## src/rtl/id_ex_pipe_stage_pkg.sv

```systemverilog
// Shared definitions for the ID->EX pipeline stage: default word width,
// slot FSM states and the side-effect bundle layout.
package riscv_defines;

    localparam int WORD_WIDTH = 32;

    typedef enum logic [1:0] {
        EMPTY = 2'd0,
        FULL  = 2'd1,
        SKID  = 2'd2
    } pipe_state_e;

    typedef struct packed {
        logic       write_en;
        logic [1:0] store_type;
    } se_t;

    localparam int SE_WIDTH = $bits(se_t);

endpackage

```

## src/rtl/id_ex_pipe_stage_fwd_mux.sv

```systemverilog
// Priority select of one operand between the register-file value and
// NUM_FWD forwarding sources; source 0 is the youngest and wins.
module fwd_mux #(
    parameter int WORD_WIDTH = 32,
    parameter int NUM_FWD    = 2
) (
    input  logic [WORD_WIDTH-1:0]         opnd,
    input  logic [NUM_FWD*WORD_WIDTH-1:0] fwd_data,
    input  logic [NUM_FWD-1:0]            fwd_sel,
    output logic [WORD_WIDTH-1:0]         result
);

    // Walk from the oldest source down so the lowest set index is applied last.
    always_comb begin
        result = opnd;
        for (int j = NUM_FWD - 1; j >= 0; j--) begin
            if (fwd_sel[j]) begin
                result = fwd_data[j*WORD_WIDTH +: WORD_WIDTH];
            end
        end
    end

endmodule

```

## src/rtl/id_ex_pipe_stage.sv

```systemverilog
// ID->EX pipeline register with valid/ready handshake and a one-deep skid slot.
// Optional build macro ID_EX_STALL_CNT_EN adds stall_cnt_o (downstream stall cycles).
module id_ex_pipe_stage #(
    parameter int WORD_WIDTH = riscv_defines::WORD_WIDTH,
    parameter int CTRL_WIDTH = 16,
    parameter int SE_WIDTH   = riscv_defines::SE_WIDTH,
    parameter int NUM_OPS    = 2,
    parameter int NUM_FWD    = 2
) (
    input  logic                          clk,
    input  logic                          rst_n,
    input  logic                          flush_i,
    input  logic                          valid_i,
    output logic                          ready_o,
    input  logic [WORD_WIDTH-1:0]         pc_i,
    input  logic [WORD_WIDTH-1:0]         instr_i,
    input  logic [CTRL_WIDTH-1:0]         ctrl_i,
    input  logic [SE_WIDTH-1:0]           se_i,
    input  logic [NUM_OPS*WORD_WIDTH-1:0] opnd_i,
    input  logic [NUM_FWD*WORD_WIDTH-1:0] fwd_data_i,
    input  logic [NUM_OPS*NUM_FWD-1:0]    fwd_sel_i,
    output logic                          valid_o,
    input  logic                          ready_i,
    output logic [WORD_WIDTH-1:0]         pc_o,
    output logic [WORD_WIDTH-1:0]         instr_o,
    output logic [CTRL_WIDTH-1:0]         ctrl_o,
    output logic [SE_WIDTH-1:0]           se_o,
    output logic [NUM_OPS*WORD_WIDTH-1:0] opnd_o
`ifdef ID_EX_STALL_CNT_EN
    ,
    output logic [31:0]                   stall_cnt_o
`endif
);

    import riscv_defines::*;

    localparam int OPND_W = NUM_OPS * WORD_WIDTH;
    localparam int SLOT_W = 2 * WORD_WIDTH + CTRL_WIDTH + SE_WIDTH + OPND_W;

    pipe_state_e         state, state_next;
    logic [OPND_W-1:0]   fwd_opnd;
    logic [SLOT_W-1:0]   in_slot, main_slot, skid_slot;
    logic [SE_WIDTH-1:0] main_se;
    logic                accept, hand_off;
    logic                load_main_in, load_main_skid, load_skid;

    for (genvar k = 0; k < NUM_OPS; k++) begin : g_fwd
        fwd_mux #(
            .WORD_WIDTH (WORD_WIDTH),
            .NUM_FWD    (NUM_FWD)
        ) u_fwd_mux (
            .opnd     (opnd_i[k*WORD_WIDTH +: WORD_WIDTH]),
            .fwd_data (fwd_data_i),
            .fwd_sel  (fwd_sel_i[k*NUM_FWD +: NUM_FWD]),
            .result   (fwd_opnd[k*WORD_WIDTH +: WORD_WIDTH])
        );
    end

    assign in_slot  = {pc_i, instr_i, ctrl_i, se_i, fwd_opnd};
    assign valid_o  = (state != EMPTY);
    assign accept   = valid_i & ready_o;
    assign hand_off = valid_o & ready_i;

    always_comb begin
        // NOTE: every output of this block gets a default first so no path infers a latch.
        state_next     = state;
        load_main_in   = 1'b0;
        load_main_skid = 1'b0;
        load_skid      = 1'b0;
        unique case (state)
            EMPTY: begin
                if (accept) begin
                    state_next   = FULL;
                    load_main_in = 1'b1;
                end
            end
            FULL: begin
                if (accept && hand_off) begin
                    load_main_in = 1'b1;
                end else if (accept) begin
                    state_next = SKID;
                    load_skid  = 1'b1;
                end else if (hand_off) begin
                    state_next = EMPTY;
                end
            end
            SKID: begin
                if (hand_off) begin
                    state_next     = FULL;
                    load_main_skid = 1'b1;
                end
            end
            default: state_next = EMPTY;
        endcase
        // A flush discards the slot being captured as well as everything held.
        if (flush_i) begin
            state_next     = EMPTY;
            load_main_in   = 1'b0;
            load_main_skid = 1'b0;
            load_skid      = 1'b0;
        end
    end

    always_ff @(posedge clk or negedge rst_n) begin
        if (!rst_n) begin
            state   <= EMPTY;
            ready_o <= 1'b1;
        end else begin
            state   <= state_next;
            ready_o <= (state_next != SKID);
        end
    end

    // NOTE: slot data is reset too, so a reset mid-transfer leaves no stale output value.
    always_ff @(posedge clk or negedge rst_n) begin
        if (!rst_n) begin
            main_slot <= '0;
            skid_slot <= '0;
        end else begin
            if (load_main_in) begin
                main_slot <= in_slot;
            end else if (load_main_skid) begin
                main_slot <= skid_slot;
            end
            if (load_skid) begin
                skid_slot <= in_slot;
            end
        end
    end

    assign {pc_o, instr_o, ctrl_o, main_se, opnd_o} = main_slot;

    // Side effects must never leak out of an empty slot.
    assign se_o = valid_o ? main_se : '0;

`ifdef ID_EX_STALL_CNT_EN
    always_ff @(posedge clk or negedge rst_n) begin
        if (!rst_n) begin
            stall_cnt_o <= '0;
        end else if (valid_o && !ready_i && (stall_cnt_o != 32'hFFFF_FFFF)) begin
            stall_cnt_o <= stall_cnt_o + 32'd1;
        end
    end
`endif

endmodule

```

## config.mk

```make
export PLATFORM = sky130hd
export DESIGN_NAME = id_ex_pipe_stage
export DESIGN_NICKNAME = d
export VERILOG_FILES = /design/src/rtl/id_ex_pipe_stage_pkg.sv /design/src/rtl/id_ex_pipe_stage_fwd_mux.sv /design/src/rtl/id_ex_pipe_stage.sv
export SDC_FILE = /design/constraint.sdc
export NUM_CORES = 1
export LEC_CHECK = 0
export BUFFER_PORTS_ARGS = -buffer_cell sky130_fd_sc_hd__buf_2
export CAP_MARGIN = 20
export CORE_AREA = 2 2 213 215
export DETAILED_ROUTE_END_ITERATION = 7
export DIE_AREA = 0 0 215 217
export GPL_ROUTABILITY_DRIVEN = 0
export GPL_TIMING_DRIVEN = 1
export PLACE_DENSITY_LB_ADDON = 0.25
export SLEW_MARGIN = 40
export SYNTH_ARGS = -nofsm -noshare
export SYNTH_HDL_FRONTEND = slang
export SYNTH_SLANG_ARGS = --single-unit
```

## constraint.sdc

```tcl
create_clock -name clk -period 6.4 [get_ports clk]
set_input_delay 0.96 -clock clk [delete_from_list [all_inputs] [get_ports clk]]
set_output_delay 0.96 -clock clk [all_outputs]
set_load 0.01 [all_outputs]
```

# Word-level counts from Yosys, hierarchy flattened
# Cells that the tools add are included.
# classes
add_sub_neg,0
n_mul,0
n_div,0
order_cmp,0
n_eq_ne,3
n_shift,0
mux,24
bitwise,2
reduce_logical,4
# ops
op,count
$mux W147,2
$mux W32,4
$mux W2,6
$mux W1,9
$pmux W2 S3,1
$reduce_bool A2 Y1,2
$mux W3,1
$and A1 B1 Y1,2
$eq A2 B1 Y1 const B,1
$eq A2 B2 Y1 const B,1
$logic_not A2 Y1,1
$ne A2 B2 Y1 const B,1
$pmux W1 S2,1
$logic_and A1 B1 Y1,1
# totals
reg_bits,297
latch_bits,0
mem_bits_rw,0
mem_bits_ro,0
output_inout_bits,149
mem_count,0

# Longest topological paths before layout
# Gate-level depths: netlist of run 1.
# depth
ltp_word,8
depth_mapped,9
depth_no_buf,4

# By module
# Synthesis of run 1 repeated with hierarchy kept, for this count alone.
# hier_totals
cells_unflattened,1181
area_unflattened_um2,14528.9
# modules_own_cells
module,instances,cells_per_inst,area_per_inst_um2
id_ex_pipe_stage,1,967,13100.1
fwd_mux,2,107,714.4

# Worst setup path before layout of run 1
# OpenSTA, ideal clock, no wires.
# synth_path
kind,input -> register
start,input flush_i
end,register main_slot[100]
setup_time_ps,125
t_arrival_ps,2472
t_required_ps,6275
path_slack_ps,3804
cell_stages,7
path_cell_list,or2_1 -> buf_2 -> or3_4 -> buf_6 -> buf_6 -> mux2_4 -> mux2_2
# synth_via
elab_chain_len,2
word_cells_on_any_way,4
classes_between,mux (3); reduce/logical (1)
# synth_lines
element,line,rtl
from (decl),id_ex_pipe_stage.sv:12,"input logic flush_i,"
$mux W1,id_ex_pipe_stage.sv:96,if (flush_i) begin
$mux W147 or $reduce_bool A2 Y1 (tied branches),-,
to (signal assigned),id_ex_pipe_stage.sv:121,main_slot <= in_slot;
to (signal assigned),id_ex_pipe_stage.sv:123,main_slot <= skid_slot;
to (decl),id_ex_pipe_stage.sv:42,"logic [SLOT_W-1:0] in_slot, main_slot, skid_slot;"
# Parallel ways exist; a longest one is shown, timed or not.
# A chain may end at the register's enable or synchronous reset.

# Worst setup path in the final report of run 1
# layout_path
start,input ready_i
end,register main_slot[121]
# layout_via
elab_chain_len,6
word_cells_on_any_way,10
classes_between,mux (7); bitwise (1); reduce/logical (2)
# layout_lines
element,line,rtl
from (decl),id_ex_pipe_stage.sv:23,"input logic ready_i,"
$and A1 B1 Y1 (*),id_ex_pipe_stage.sv:62,assign hand_off = valid_o & ready_i;
$logic_and A1 B1 Y1,id_ex_pipe_stage.sv:78,if (accept && hand_off) begin
$mux W1,id_ex_pipe_stage.sv:78,
$pmux W1 S2,id_ex_pipe_stage.sv:70,unique case (state)
$mux W1,id_ex_pipe_stage.sv:96,
$mux W147 or $reduce_bool A2 Y1 (tied branches),-,
# Every way passes the cells marked *; elsewhere a longest branch is shown, timed or not.

==> impl_metrics.py, run 1 <==
metrics = {
    "sta": {
        "tns_ns": 0,
        "finalClockSkew_ns": 0.0139,
        "finalHoldViolCount": 0,
        "rsz0062_at_grt": "false",
        "slew_headroom_pct": 53.1,
        "timing.fmax_mhz": 359,
        "finalCritPeriodShare_pct": 43.5,
        "fin_crit_ns": 2.78,
        "tightest_slew_ns": 0.704,
        "setup_violations": 0,
        "slew_viol_final": 0,
    },
    "global_routing": {
        "grt_pass1_wl_mm": 63.1,
        "grt_overflow": 0,
        "track_usage_pct": 17.4,
        "grt_max_degree": 182,
        "grt_pass1_vias": 10700,
        "antenna_found_initial": 7,
    },
    "logic_synthesis": {
        "ys_async_sr_fraction_pct": 100,
        "yosysWarningCount": 0,
        "synth_area_um2": 15300,
        "ys_top_cells_by_area": "dfrtp_1 (48%), mux2_2 (17%), buf_4 (7.1%)",
        "synth_common_cells": "dfrtp_1 (296), mux2_2 (233), buf_4 (144)",
        "synth_cell_type_count": 29,
        "synth_edf_count": 0,
        "synth_top_area_share_pct": 48.4,
        "yosysMostFrequentCell": "dfrtp_1",
        "syn_area_per_cell_um2": 12.0,
        "synth_seq_area_share_pct": 48.5,
        "ys_ff_latch": 297,
        "yosysTopAreaCell": "dfrtp_1",
        "syn_inst": 1280,
        "ys.flop_type": "dfrtp_1",
        "synth_nets": 1500,
    },
    "setup_path": {
        "cp_max_fo": 100,
        "criticalPathCategory": "in -> reg",
        "rrSetupSlack_ns": 3.75,
        "timing.critical_path.mode_cell": "mux2_2",
        "cp_slowest_cell": "buf_12",
        "crit_chain": "buf_2, nor2b_1, or3_4, buf_12, mux2_2, mux2_2",
        "crit_path_start_kind": "input port",
        "max_stage_delay_ns": 0.53,
        "cp_top_family": "simple AND/OR/NAND/NOR gates",
        "cp.arrival_ns": 3.19,
        "cp-end-kind": "flip-flop",
        "cp.required_ns": 6.81,
        "path_buf_inv": 2,
    },
    "detailed_routing": {
        "drtPass1Iterations": 4,
        "vias": 10200,
        "wl_per_cell_um": 19.4,
        "detail-route-antenna-nets": 0,
        "wirelength_mm": 40.6,
        "vias_per_cell": 4.86,
        "drc_errors": 0,
        "drtIter0Drc": 448,
    },
    "place": {
        "dp_hpwl_mm": 27.1,
        "place_area_um2": 16700,
        "io_buffer_count": 368,
    },
    "flow_run": {
        "maxCapViolations": 0,
    },
    "finish": {
        "nets": 1695,
        "multi_input_area_um2": 6300,
        "fin_area_um2": 17900,
        "fillers": 4379,
        "areaGrowthSynthToFinish_pct": 17.1,
        "seqCellArea_um2": 7430,
        "layout-drive-gt1-share_pct": 49.5,
    },
    "clock_network": {
        "cts_inserted_buffers": 36,
        "cts.htree.levels": 2,
        "clk_pin_slew_ns": 0.06,
        "ctsHoldBuffers": 0,
        "post_cts_buffers": 0,
        "clock_latency_ns": 0.53,
        "cts_resized": 0,
        "cts.path.max_buffers": 3,
        "cts.sink_count": 297,
        "cts_tree": "built",
        "root_buffer": "clkbuf_16",
    },
    "pwr": {
        "p_per_area_nw_per_um2": 374,
        "vdd_drop_max_mv": 0.200,
        "leakage_uw": 0.00895,
    },
    "status": {
        "status": "finished, final reports clean",
    },
    "die": {
        "coreArea_um2": 44700,
        "pin_count": 369,
        "start_util_pct": 34.3,
        "die_x_um": 215,
        "fp-row-count": 78,
        "dieArea_um2": 46700,
        "die_h_um": 217,
    },
    "min_path": {
        "min_path_type": "in -> async",
    },
}
## cell type report
| class | count | share of cell area (%) |
|---|---|---|
| sequential | 297 | 41.4 |
| tap | 600 | 4.18 |
| clock buffer | 51 | 5.96 |
| clock inverter | 6 | 0.725 |
| timing repair buffer | 388 | 11.9 |
| multi-input combinational | 720 | 35.1 |
| antenna | 3 | 0.0418 |
| inverter | 32 | 0.670 |
## path summary, 6_finish.rpt
| check | from | end | depth (start not counted) |
|---|---|---|---|
| hold / removal | rst_n | skid_slot[67] | 1 |
| setup reg to reg | state[0] | main_slot[121] | 5 |
| setup / recovery | ready_i | main_slot[121] | 6 |
| hold reg to reg | skid_slot[61] | skid_slot[61] | 2 |
| min in group clk | skid_slot[61] | skid_slot[61] | 2 |
| max in group asynchronous | rst_n | main_slot[7] | 3 |
## placed cells by master (no fill, tap or decap)
cell type / netlist / layout
a32o_1: 14 / 14
and3b_1: 1 / 1
mux2_2: 233 / 233
dfstp_2: 1 / 1
o21ai_0: 96 / 96
mux2i_1: 85 / 85
o21bai_4: 0 / 1
diode_2: 0 / 3
buf_6: 8 / 3
clkbuf_1: 52 / 5
a221o_1: 32 / 32
nor2_1: 37 / 36
a32oi_1: 18 / 18
or2_1: 1 / 1
clkbuf_8: 0 / 9
inv_2: 1 / 2
nor2b_1: 4 / 4
o22a_1: 1 / 1
dfrtp_1: 296 / 296
bufinv_16: 0 / 4
buf_16: 0 / 2
nand4_1: 1 / 1
nand2_1: 99 / 99
mux2_4: 60 / 60
buf_12: 0 / 6
nor3_1: 1 / 1
inv_1: 31 / 30
or3_4: 1 / 1
buf_8: 0 / 1
clkinv_2: 0 / 2
o21a_1: 16 / 16
clkbuf_16: 0 / 37
a21oi_1: 18 / 18
buf_4: 144 / 10
and3_1: 1 / 1
nor2_4: 0 / 1
buf_2: 14 / 366
## cells by family (layout without fill, tap and decap cells)
group                  Yosys count  count (layout)  share of synthesized area, %
AO/OA/AOI/OAI                  196             196                          8.65
other                            0               3                             0
buffers and inverters          263             477                          10.5
flip-flops                     297             297                          48.5
AND/OR/NAND/NOR                146             146                          3.78
multiplexers                   378             378                          28.6
## layer usage
layer	global-route usage, %	vias to the layer above	part of all wire [%]	wire (um)
li1	-	4752	-	-
met1	22.2	5071	44	17700
met2	28.9	299	48	19400
met3	4.49	62	6.4	2620
met4	5.10	8	2.1	839
met5	0	-	0.099	40
## per-stage QoR
step	utilization, %	cells	setup WS, ns	hold slack (ns)	total power, uW
2_1_floorplan	-	1280	3.80	0.450	4360
3_3_place_gp	37.2	2032	2.69	0.462	4600
3_5_place_dp	37.3	2035	3.06	0.472	4680
4_1_cts	40.0	2092	3.64	0.279	6830
5_1_grt	40.1	2096	3.51	0.297	7110
6_report	40.1	2097	3.62	0.306	6700
## where the power goes
part	internal (uW)	switching [uW]
Combinational	966	826
Sequential	2510	313
Clock	1310	782
## sequential cells by signal, summed over array words and instances, names as in the netlist
signal	count
skid_slot	147
main_slot	147
state	2
ready_o	1
No activity file was read; power rests on OpenSTA's default activity.
==> run 2, diff against run 1 <==
ABC_AREA = 1   (was not set)
CORE_AREA = 2 2 216 218   (was 2 2 213 215)
DIE_AREA = 0 0 218 220   (was 0 0 215 217)
clock period = 2.3 ns   (was 6.4 ns; I/O delays follow)
==> run 2 against run 1 <==
Flip-flop and latch count did not move. Utilization barely moved. Via count rose by 36%. Cell area rose by 2.7%. Routed wire length rose by 15%. Clock skew rose by 0.0018 ns. Combinational power rose by 93%. Cell count rose by 43%.
==> impl_metrics.py, run 2 <==
metrics = {
    "sta": {
        "rsz0062_at_grt": "false",
        "timing.fmax_mhz": 472,
        "finalClockSkew_ns": 0.0157,
        "hold_ws_ns": 0.0652,
        "setup_violations": 0,
        "slew_viol_final": 0,
        "slew_headroom_pct": 48.6,
        "finalCritPeriodShare_pct": 92.1,
        "fin_crit_ns": 2.12,
        "finalHoldViolCount": 0,
        "tightest_slew_ns": 0.771,
        "worst_slack_ns": 0.181,
        "tns_ns": 0,
    },
    "logic_synthesis": {
        "synthSimpleGateAreaFrac_pct": 28.6,
        "ys_top_cells_by_area": "dfrtp_1 (47%), nand2_1 (22%), buf_4 (7.7%)",
        "synth_nets": 2413,
        "synth_edf_count": 0,
        "synth_area_um2": 15800,
        "yosysWarningCount": 0,
        "synth_top_family_by_area": "simple AND/OR/NAND/NOR gates",
        "syn_area_per_cell_um2": 7.20,
        "ys_async_sr_fraction_pct": 100,
        "ys_ff_latch": 297,
        "ys.flop_type": "dfrtp_1",
        "synth_compound_area_share_pct": 8.39,
        "synth_cell_type_count": 23,
        "syn_inst": 2193,
        "synth_common_cells": "nand2_1 (917), dfrtp_1 (296), inv_1 (217)",
        "yosysMostFrequentCell": "nand2_1",
        "synthMuxAreaShare_pct": 0,
        "synthAdderAreaFrac_pct": 0,
        "synth_seq_area_share_pct": 47.0,
        "synth_top_area_share_pct": 46.9,
        "yosysTopAreaCell": "dfrtp_1",
        "synth-xor-area-share_pct": 0,
    },
    "pwr": {
        "p_sw_uw": 5130,
        "p_int_uw": 11500,
        "pwr-share-seq_pct": 43.7,
        "vdd_drop_max_mv": 0.520,
        "clkPwrFrac_pct": 35.5,
        "p_per_area_nw_per_um2": 900,
        "pwr-share-comb_pct": 20.8,
        "switching_share_pct": 30.9,
        "leakage_uw": 0.0101,
    },
    "clock_network": {
        "clock_latency_ns": 0.54,
        "cts_inserted_buffers": 37,
        "cts.path.max_buffers": 3,
        "root_buffer": "clkbuf_16",
        "cts.htree.levels": 2,
        "clk_pin_slew_ns": 0.06,
        "cts_tree": "built",
        "post_cts_buffers": 0,
        "cts.sink_count": 297,
    },
    "place": {
        "io_buffer_count": 368,
        "pre_cts_slack_ns": 0.392,
        "dp_hpwl_mm": 32.2,
        "place_area_um2": 17200,
    },
    "setup_path": {
        "cp.arrival_ns": 1.77,
        "reg2regPathDepth": 7,
        "cp_max_fo": 5,
        "criticalPathCategory": "reg -> out",
        "crit_path_start_kind": "flip-flop",
        "cp.required_ns": 1.96,
        "cp-end-kind": "primary output",
    },
    "finish": {
        "fin_area_um2": 18400,
        "reg_top3": "main_slot x147, skid_slot x147, state x2",
        "nets": 2586,
        "layout_common_cells": "nand2_1 (916), buf_2 (367), dfrtp_1 (296)",
        "final_util_pct": 40.2,
        "layout-drive-gt1-share_pct": 20.7,
        "final_common_cell": "nand2_1",
        "areaGrowthSynthToFinish_pct": 16.6,
        "multi_input_area_um2": 5870,
        "seqCellArea_um2": 7430,
        "fillers": 4848,
    },
    "min_path": {
        "whs_path_depth": 3,
        "min_path_type": "in -> reg",
    },
    "global_routing": {
        "grt_max_degree": 148,
        "grt_pass1_wl_mm": 72.8,
        "track_usage_pct": 19.2,
        "grt_pass1_vias": 13100,
        "antenna_found_initial": 5,
        "grt_overflow": 0,
    },
    "die": {
        "die_x_um": 218,
        "die_h_um": 220,
        "pin_count": 369,
        "fp-row-count": 79,
        "start_util_pct": 34.4,
        "coreArea_um2": 45900,
        "dieArea_um2": 48000,
    },
    "detailed_routing": {
        "drtIter0Drc": 1226,
        "drtPass1Iterations": 6,
        "detail-route-antenna-nets": 0,
        "drc_errors": 0,
        "vias_per_cell": 4.61,
        "vias": 13900,
        "wl_per_cell_um": 15.5,
        "wirelength_mm": 46.5,
    },
    "flow_run": {
        "maxCapViolations": 0,
    },
    "status": {
        "status": "finished, final reports clean",
    },
}
## run 2: layer usage
metal,track usage [%],share of wire (%)
met3,4.54,7.0
met5,0,0.077
met1,26.8,46
met2,29.7,44
met4,5.80,2.5
## run 2: cell families after synthesis
kind of cell    Yosys count
flops                   297
buf+inv                 494
compound gates          265
simple gates           1137
## run 2: what timing repair did
action	in CTS	in global routing
gates resized for setup	0	0
setup endpoints to repair	0	0
endpoints found under the hold margin	50	0
hold buffers	1	0
## run 2: worst paths after layout
kind	from	to	slack [ns]
setup / recovery	state[1]	se_o[2]	0.18
hold reg to reg	main_slot[145]	main_slot[145]	0.47
max in group asynchronous	rst_n	skid_slot[132]	1.09
min in group asynchronous	rst_n	main_slot[86]	0.34
hold / removal	pc_i[15]	skid_slot[130]	0.07
setup reg to reg	ready_o	skid_slot[80]	0.37
## run 2: critical path: stages (launching register included)
cell and delay, ns:
dfrtp_1 0.50, nor2_1 0.11, buf_4 0.18, nor2_1 0.25
buf_2 0.20
## run 2: layout make-up
cell class / count / share of cell area [%]
repair buffers: 405 / 12.4
multi-input cells: 1402 / 31.9
clock buffers: 48 / 5.68
clock inverters: 18 / 1.03
flip-flops and latches: 297 / 40.3
well taps: 607 / 4.12
diodes: 2 / 0.0272
inverters: 223 / 4.54
## run 2: per-stage QoR
step | power, uW | instances
floorplan | 9910 | 2193
detailed placement | 10800 | 2932
CTS | 16800 | 2999
global route | 17700 | 3002
finish | 16600 | 3002
global placement | 10700 | 2932
## run 2: power groups by stage
stage                     Sequential (uW)  Combinational (uW)  Clock (uW)
after global placement               7280                3430           0
after detailed placement             7320                3500           0
after CTS                            7240                3510        6090
final                                7240                3450        5890
after floorplan                      7110                2800           0
after global routing                 7400                3990        6270
